## src/rtl/game_pkg.sv

```systemverilog
// Shared definitions for the game-flow controller and the renderer.
// Optional feature macro: GAME_PAUSE_EN (adds the PAUSED state).
package game_pkg;

    localparam int LIVES_W = 4;

    typedef enum logic [2:0] {
        ST_START          = 3'd0,
        ST_WAIT_REL_START = 3'd1,
        ST_PLAYING        = 3'd2,
        ST_RESPAWN        = 3'd3,
        ST_GAMEOVER       = 3'd4,
`ifdef GAME_PAUSE_EN
        ST_WAIT_REL_OVER  = 3'd5,
        ST_PAUSED         = 3'd6
`else
        ST_WAIT_REL_OVER  = 3'd5
`endif
    } game_state_t;

endpackage

```

## src/rtl/game_flow_fsm_sat_counter.sv

```systemverilog
// Saturating up-counter with synchronous clear; exposes its next value so
// callers can register quantities derived from the count in lock-step.
module sat_counter #(
    parameter int WIDTH = 12
) (
    input  logic             clk,
    input  logic             rst,
    input  logic             inc,
    input  logic             clr,
    output logic [WIDTH-1:0] count,
    output logic [WIDTH-1:0] count_next
);

    // Next value: clear wins, increment stops at all-ones.
    always_comb begin
        count_next = count;
        if (clr)
            count_next = '0;
        else if (inc && (count != {WIDTH{1'b1}}))
            count_next = count + WIDTH'(1);
    end

    // Count register.
    always_ff @(posedge clk) begin
        if (rst) count <= '0;
        else     count <= count_next;
    end

endmodule

```

## src/rtl/game_flow_fsm.sv

```systemverilog
// Game-flow controller for the endless runner: lives, timed respawn,
// saturating score, difficulty level and session high score.
// Optional feature macro: GAME_PAUSE_EN (pause_in edge toggles PLAYING<->PAUSED).
module game_flow_fsm
    import game_pkg::*;
#(
    parameter int SCORE_W       = 12,
    parameter int LIVES         = 3,
    parameter int LEVEL_W       = 3,
    parameter int LEVEL_SHIFT   = 6,
    parameter int RESPAWN_TICKS = 30
) (
    input  logic               clk_in,
    input  logic               rst_in,
    input  logic               pulse,
    input  logic               died,
    input  logic               jump,
    input  logic               pause_in,
    output logic               playing,
    output logic               respawning,
    output logic               game_over,
    output logic               reset_game,
    output logic [SCORE_W-1:0] time_alive,
    output logic [SCORE_W-1:0] high_score,
    output logic               new_high,
    output logic [LIVES_W-1:0] lives_left,
    output logic [LEVEL_W-1:0] level
);

    localparam int RC_W = $clog2(RESPAWN_TICKS + 1);
    localparam logic [LEVEL_W-1:0] LEVEL_MAX = {LEVEL_W{1'b1}};

    game_state_t        state_q, state_d;
    logic [LIVES_W-1:0] lives_d;
    logic [RC_W-1:0]    rcnt_q, rcnt_d;
    logic               entry_q, entry_d;
    logic               ta_inc, ta_clr;
    logic [SCORE_W-1:0] ta_next;
    logic [SCORE_W-1:0] lvl_raw;
    logic [LEVEL_W-1:0] level_d;

`ifdef GAME_PAUSE_EN
    logic pause_q;
    logic pause_edge;
    assign pause_edge = pause_in & ~pause_q;

    // Previous pause level, tracked in every state so edges are clean.
    always_ff @(posedge clk_in) begin
        if (rst_in) pause_q <= 1'b0;
        else        pause_q <= pause_in;
    end
`else
    logic unused_pause;
    assign unused_pause = pause_in;
`endif

    sat_counter #(.WIDTH(SCORE_W)) u_score (
        .clk        (clk_in),
        .rst        (rst_in),
        .inc        (ta_inc),
        .clr        (ta_clr),
        .count      (time_alive),
        .count_next (ta_next)
    );

    // Next-state, lives, respawn timer and score control.
    always_comb begin
        state_d = state_q;
        lives_d = lives_left;
        rcnt_d  = rcnt_q;
        entry_d = 1'b0;
        ta_inc  = 1'b0;
        ta_clr  = 1'b0;
        case (state_q)
            ST_START: begin
                if (jump) begin
                    state_d = ST_WAIT_REL_START;
                    ta_clr  = 1'b1;
                    lives_d = LIVES_W'(LIVES);
                end
            end
            ST_WAIT_REL_START: begin
                if (!jump) state_d = ST_PLAYING;
            end
            ST_PLAYING: begin
                // Death outranks both a pause edge and a score tick.
                if (died) begin
                    if (lives_left > LIVES_W'(1)) begin
                        state_d = ST_RESPAWN;
                        lives_d = lives_left - LIVES_W'(1);
                        rcnt_d  = RC_W'(RESPAWN_TICKS);
                    end else begin
                        state_d = ST_GAMEOVER;
                        lives_d = '0;
                        entry_d = 1'b1;
                    end
                end
`ifdef GAME_PAUSE_EN
                else if (pause_edge) begin
                    state_d = ST_PAUSED;
                end
`endif
                else if (pulse) begin
                    ta_inc = 1'b1;
                end
            end
            ST_RESPAWN: begin
                if (pulse) begin
                    if (rcnt_q == RC_W'(1)) state_d = ST_PLAYING;
                    else                    rcnt_d  = rcnt_q - RC_W'(1);
                end
            end
            ST_GAMEOVER: begin
                if (jump) state_d = ST_WAIT_REL_OVER;
            end
            ST_WAIT_REL_OVER: begin
                if (!jump) state_d = ST_START;
            end
`ifdef GAME_PAUSE_EN
            ST_PAUSED: begin
                if (pause_edge) state_d = ST_PLAYING;
            end
`endif
            default: state_d = ST_START;
        endcase
    end

    // Level tracks the score value being registered this cycle.
    always_comb begin
        lvl_raw = ta_next >> LEVEL_SHIFT;
        if (lvl_raw > SCORE_W'(LEVEL_MAX)) level_d = LEVEL_MAX;
        else                               level_d = lvl_raw[LEVEL_W-1:0];
    end

    // State, lives, timer and level registers.
    always_ff @(posedge clk_in) begin
        if (rst_in) begin
            state_q    <= ST_START;
            lives_left <= LIVES_W'(LIVES);
            rcnt_q     <= '0;
            entry_q    <= 1'b0;
            level      <= '0;
        end else begin
            state_q    <= state_d;
            lives_left <= lives_d;
            rcnt_q     <= rcnt_d;
            entry_q    <= entry_d;
            level      <= level_d;
        end
    end

    // High score is compared on the first GAMEOVER cycle only.
    always_ff @(posedge clk_in) begin
        if (rst_in) begin
            high_score <= '0;
            new_high   <= 1'b0;
        end else begin
            new_high <= 1'b0;
            if (entry_q && (time_alive > high_score)) begin
                high_score <= time_alive;
                new_high   <= 1'b1;
            end
        end
    end

    // State-decoded outputs, registered one cycle behind the state.
    always_ff @(posedge clk_in) begin
        if (rst_in) begin
            playing    <= 1'b0;
            respawning <= 1'b0;
            game_over  <= 1'b0;
            reset_game <= 1'b1;
        end else begin
            playing    <= (state_q == ST_PLAYING);
            respawning <= (state_q == ST_RESPAWN);
            game_over  <= (state_q == ST_GAMEOVER) || (state_q == ST_WAIT_REL_OVER);
            reset_game <= (state_q == ST_START);
        end
    end

endmodule

```

## config.mk

```make
export PLATFORM = sky130hd
export DESIGN_NAME = game_flow_fsm
export DESIGN_NICKNAME = d
export VERILOG_FILES = /design/src/rtl/game_pkg.sv /design/src/rtl/game_flow_fsm_sat_counter.sv /design/src/rtl/game_flow_fsm.sv
export SDC_FILE = /design/constraint.sdc
export NUM_CORES = 1
export LEC_CHECK = 0
export BUFFER_PORTS_ARGS = -buffer_cell sky130_fd_sc_hd__buf_2
export CAP_MARGIN = 15
export CORE_MARGIN = 4
export CORE_UTILIZATION = 40
export CTS_CLUSTER_SIZE = 24
export DETAILED_ROUTE_END_ITERATION = 10
export PLACE_DENSITY = 0.56
export REMOVE_ABC_BUFFERS = 1
export SKIP_CTS_REPAIR_TIMING = 1
export SLEW_MARGIN = 10
export SYNTH_ARGS = -nofsm -noshare
export SYNTH_HDL_FRONTEND = slang
export SYNTH_SLANG_ARGS = --single-unit
```

## constraint.sdc

```tcl
create_clock -name clk_in -period 4.26 [get_ports clk_in]
set_input_delay 0.852 -clock clk_in [delete_from_list [all_inputs] [get_ports clk_in]]
set_output_delay 0.852 -clock clk_in [all_outputs]
set_load 0.01 [all_outputs]
```

After elaboration in Yosys (flattened, before gate mapping)
Cells that the tools add are included.
{ "word_totals": {"regBits": 45, "out_inout_bits": 36, "wordCells": 76, "inputBits": 6} }
{ "op_classes": {"n_lt_le_gt_ge": 3, "n_reduce_logical": 11, "n_eq_ne": 16, "n_bitwise": 2, "muxes": 28, "add_sub_neg": 3} }
{ "op_table": {"columns": ["cell", "n"], "rows": [
  ["$mux W3", 9],
  ["$mux W12", 2],
  ["$mux W5", 4],
  ["$ne A2 B2 Y1 const B", 9],
  ["$pmux W3 S6", 1],
  ["$add A12 B1 Y12 const B", 1],
  ["$gt A12 B12 Y1", 1],
  ["$mux W4", 3],
  ["$ne A12 B12 Y1 const B", 1],
  ["$pmux W5 S2", 1],
  ["$pmux W4 S2", 1],
  ["$mux W1", 7],
  ["$reduce_and A7 Y1", 1],
  ["$eq A3 B2 Y1 const B", 2],
  ["$eq A3 B3 Y1 const B", 2],
  ["$gt A6 B3 Y1 const B", 1],
  ["$eq A5 B1 Y1 const B", 1],
  ["$reduce_and A5 Y1", 1],
  ["$sub A5 B1 Y5 const B", 1],
  ["$gt A4 B1 Y1 const B", 1],
  ["$reduce_bool A2 Y1", 2],
  ["$sub A4 B1 Y4 const B", 1],
  ["$eq A3 B1 Y1 const B", 1],
  ["$logic_not A3 Y1", 1],
  ["other kinds (6)", 8]
]} }

Logic depth before layout (Yosys ltp)
{ "depth": {"word_depth": 8, "ltp_mapped": 8, "mapped_depth_nobuf": 7} }

Cells and area by module
A second synthesis with hierarchy kept.
{ "unflattened": {"cells_unflattened": 334, "area_unflattened_um2": 2772.7} }
{ "by_module_without_submodules": {"columns": ["mod", "seq_area_each_um2", "area_per_inst_um2", "cells_per_inst", "n_inst"], "rows": [
  ["game_flow_fsm", 660.6, 2034.5, 245, 1],
  ["sat_counter", 240.2, 738.2, 89, 1]
]} }

Least setup slack after synthesis
No wires, ideal clock.
{ "synth_path": {"kind": "register -> register", "startpoint": "reg u_score.count[9]", "endpoint": "reg high_score[4]", "t_required_ns": 4.138, "path_slack_ns": 2.176, "setup_time_ns": 0.122, "path_buffers": 1, "period_less_slack_ns": 2.084, "t_arrival_ns": 1.962, "path_stages_with_launch": 8, "cell_sequence": "dfxtp_1 > ha_1 > nand4_1 > nor2_1 > a311oi_2 > clkbuf_1 > a211o_1 > nand3_1"} }
{ "synth_via": {"elab_chain_len": 2} }
{ "synth_rtl": {"columns": ["element", "line", "rtl"], "rows": [
  ["start, declared", "game_flow_fsm_sat_counter.sv:10", "output logic [WIDTH-1:0] count,"],
  ["start signal, assigned", "game_flow_fsm_sat_counter.sv:26", "else count <= count_next;"],
  ["$gt A12 B12 Y1", "game_flow_fsm.sv:159", "if (entry_q && (time_alive > high_score)) begin"],
  ["$logic_and A1 B1 Y1", "game_flow_fsm.sv:159", null],
  ["end signal, assigned", "game_flow_fsm.sv:160", "high_score <= time_alive;"],
  ["end, declared", "game_flow_fsm.sv:24", "output logic [SCORE_W-1:0] high_score,"]
]} }
No other way between the ends.
A chain may end at the register's enable or synchronous reset.

Worst setup path after layout
{ "layout_path": {"startpoint": "reg u_score.count[11]", "endpoint": "reg high_score[9]"} }
The elaborated chain is that of the path after synthesis.

==> results.json <==
{
  "hold_path_class": "register to register",
  "cts-htree-levels": 2,
  "path_class": "register to register",
  "hold_viol": 0,
  "critical_path.endpoint_type": "register",
  "critical_path.max_fanout": 21,
  "io_pins": 42,
  "ys_ff_latch": 45,
  "post-route-min-period_ns": 2.337,
  "synth.top_cell.area_share_pct": 33.44,
  "final_common_cell": "dfxtp_1",
  "die_x_um": 90.07,
  "status": "completed",
  "r2r-end": "high_score[9]$_SDFFE_PP0P_",
  "setup_violations": 0,
  "core_area_mm2": 0.006459,
  "start_kind": "register",
  "start_util_pct": 41.71,
  "crit_family": "compound AO/OA/AOI/OAI gates",
  "synth_cells": 335,
  "nFillCells": 647,
  "syn2layout_area_growth_pct": 12.87,
  "cts_tree": "built",
  "cts_buffers": 5,
  "ir_worst_vdd_v": 0.0001299,
  "p_per_area_mw_per_mm2": 287.2,
  "synth.distinct_cells": 57,
  "clkTransAtPathRegs_ns": 0.08,
  "setup_tns_ns": 0,
  "crit_arrival_ns": 2.52,
  "drv_slew": 0,
  "place_congestion": 0.7694,
  "max-slew-margin-rel_pct": 27.84,
  "timing.final.ws_setup_ns": 1.923,
  "async_flop_share_pct": 0,
  "drtIter0Drc": 128,
  "groute.usage.overall_pct": 16.11,
  "holdPathStages": 1,
  "dp_slack_ns": 1.603,
  "path_buf_inv": 1,
  "reg2reg_from": "u_score.count[11]$_SDFF_PP0_",
  "rsz0062_at_grt": "false",
  "hold_end": "rcnt_q[4]$_SDFFE_PP0P_",
  "diodes": 0,
  "rr_worst_depth": 7,
  "yosysWarnings": 0,
  "synth_area_leaders": "dfxtp_1 33%, ha_1 7.9%, a21oi_1 5.0%",
  "portBuffers": 40,
  "synth_edf_count": 0,
  "crit_cells": 7,
  "firstDrtPassIters": 4,
  "max_freq_mhz": 427.8,
  "clock-root-buffer": "clkbuf_8",
  "drive_above_1_share_pct": 19.02,
  "crit_path_cell_trace": "ha_1 -> nand4_1 -> o31ai_4 -> buf_8 -> nor3_1 -> a21oi_1 -> nand3_1",
  "antenna_found_initial": 0,
  "critPathMaxStageDelay_ns": 0.64,
  "required_ns": 4.44,
  "cts.sink_count": 45,
  "p_leak_uw": 0.001262,
  "die-area_mm2": 0.008112,
  "yosysTopAreaCell": "dfxtp_1",
  "routed_wl_um": 6473,
  "cts_buffer_depth": 2,
  "synth_area_mm2": 0.002694,
  "die-height_um": 90.07,
  "place_inst": 436,
  "syn-mean-instance-area_um2": 8.041,
  "drc_errors": 0,
  "final_cell_mix": "45 x dfxtp_1, 40 x buf_2, 31 x nor2_1",
  "detail_route.wl_per_cell_um": 14.55,
  "viasPerCell": 5.679,
  "fin_cells": 445,
  "num_vias": 2527,
  "grt_pass1_vias": 2321,
  "nets": 390,
  "worstHoldStart": "rcnt_q[4]$_SDFFE_PP0P_",
  "maxCapViolCount": 0,
  "ant_nets": 0,
  "fin_crit_sh_pct": 54.87,
  "r2r_setup_slack_ns": 1.92,
  "final_util_pct": 47.07,
  "ys_seq_area_share_pct": 33.44,
  "grt_remaining_overflow": 0,
  "synth_top_flop_cell": "dfxtp_1",
  "worst_clock_skew_ns": 0.006093,
  "clock_latency_ns": 0.29,
  "row_count": 29,
  "worst_path_max_delay_cell": "o31ai_4",
  "grt_max_degree": 35,
  "dp_hpwl_um": 4510,
  "tightest_slew_ns": 1.081,
  "grt_pass1_wl_um": 11090
}
## how the worst max path moves through the flow
stage	start	endpoint	slack (ns)
global route	u_score.count[11]$_SDFF_PP0_	high_score[9]$_SDFFE_PP0P_	1.69
global placement	u_score.count[11]$_SDFF_PP0_	high_score[3]$_SDFFE_PP0P_	1.63
finish	u_score.count[11]$_SDFF_PP0_	high_score[9]$_SDFFE_PP0P_	1.92
detailed placement	u_score.count[11]$_SDFF_PP0_	high_score[3]$_SDFFE_PP0P_	1.60
floorplan	u_score.count[10]$_SDFF_PP0_	high_score[0]$_SDFFE_PP0P_	1.51
CTS	u_score.count[11]$_SDFF_PP0_	high_score[3]$_SDFFE_PP0P_	1.58
## through the flow
step	total power (µW)	area, µm²	hold WS, ns
finish	873.3	3040	0.5168
global route	927.8	3040	0.5471
CTS	890.2	3025	0.5182
detailed placement	624.2	2943	0.4925
global placement	622.9	2943	0.4866
floorplan	578.9	2601	0.4623
## layout make-up
| class | count | area [µm²] | share of cell area, % |
|---|---|---|---|
| timing repair buffer | 45 | 245.2 | 8.066 |
| multi-input combinational | 251 | 1644 | 54.07 |
| clock buffer | 6 | 72.57 | 2.387 |
| inverter | 19 | 71.32 | 2.346 |
| tap | 77 | 96.34 | 3.169 |
| clock inverter | 2 | 10.01 | 0.3292 |
| sequential | 45 | 900.9 | 29.63 |
## power breakdown
group / switching (µW) / total [µW] / internal (µW)
Clock: 145 / 259 / 114
Sequential: 28.0 / 468 / 440
Combinational: 84.2 / 146 / 62.1
## cell usage after synthesis, drive strengths merged (2+ instances only)
master and n:
and2 3, a211o 13, and3b 2, a21oi 27, or3 6, xor2 8, or3b 2, nor2 32
mux2i 5, a311oi 2, nor3b 2, and3 4, and4 2, buf 6, clkbuf 14, ha 17
inv 18, o21a 3, a211oi 2, nand2b 2, nand2 27, a41oi 2, a31oi 4, nor2b 2
o21ai 7, nor3 21, nand4b 3, nand4 18, dfxtp 45, nand3 20, or2 2
## routing by layer
| metal | global-route usage [%] | wire, µm | vias to the layer above |
|---|---|---|---|
| li1 | - | - | 1282 |
| met5 | 0 | 0 | - |
| met1 | 21.76 | 3114 | 1182 |
| met3 | 3.422 | 344 | 6 |
| met2 | 25.89 | 2930 | 57 |
| met4 | 4.592 | 85 | 0 |
## state kept, by name, indices dropped and copies added (netlist names)
| signal | flops |
|---|---|
| entry_q | 1 |
| game_over | 1 |
| high_score | 12 |
| level | 3 |
| lives_left | 4 |
| new_high | 1 |
| playing | 1 |
| rcnt_q | 5 |
| reset_game | 1 |
| respawning | 1 |
| state_q | 3 |
| u_score.count | 12 |
## logic make-up (layout without fill, tap and decap cells)
kind of cell / count (synthesis) / count (layout) / share of synthesized area (%)
adder cells (fa/ha/maj): 17 / 17 / 7.896
AND/OR/NAND/NOR: 152 / 152 / 30.33
flip-flops: 45 / 45 / 33.44
multiplexers: 5 / 5 / 1.858
XOR/XNOR: 9 / 9 / 2.926
buffers and inverters: 39 / 72 / 6.084
AO/OA/AOI/OAI: 68 / 68 / 17.46
Note: power is estimated with default switching activity, not from simulation.
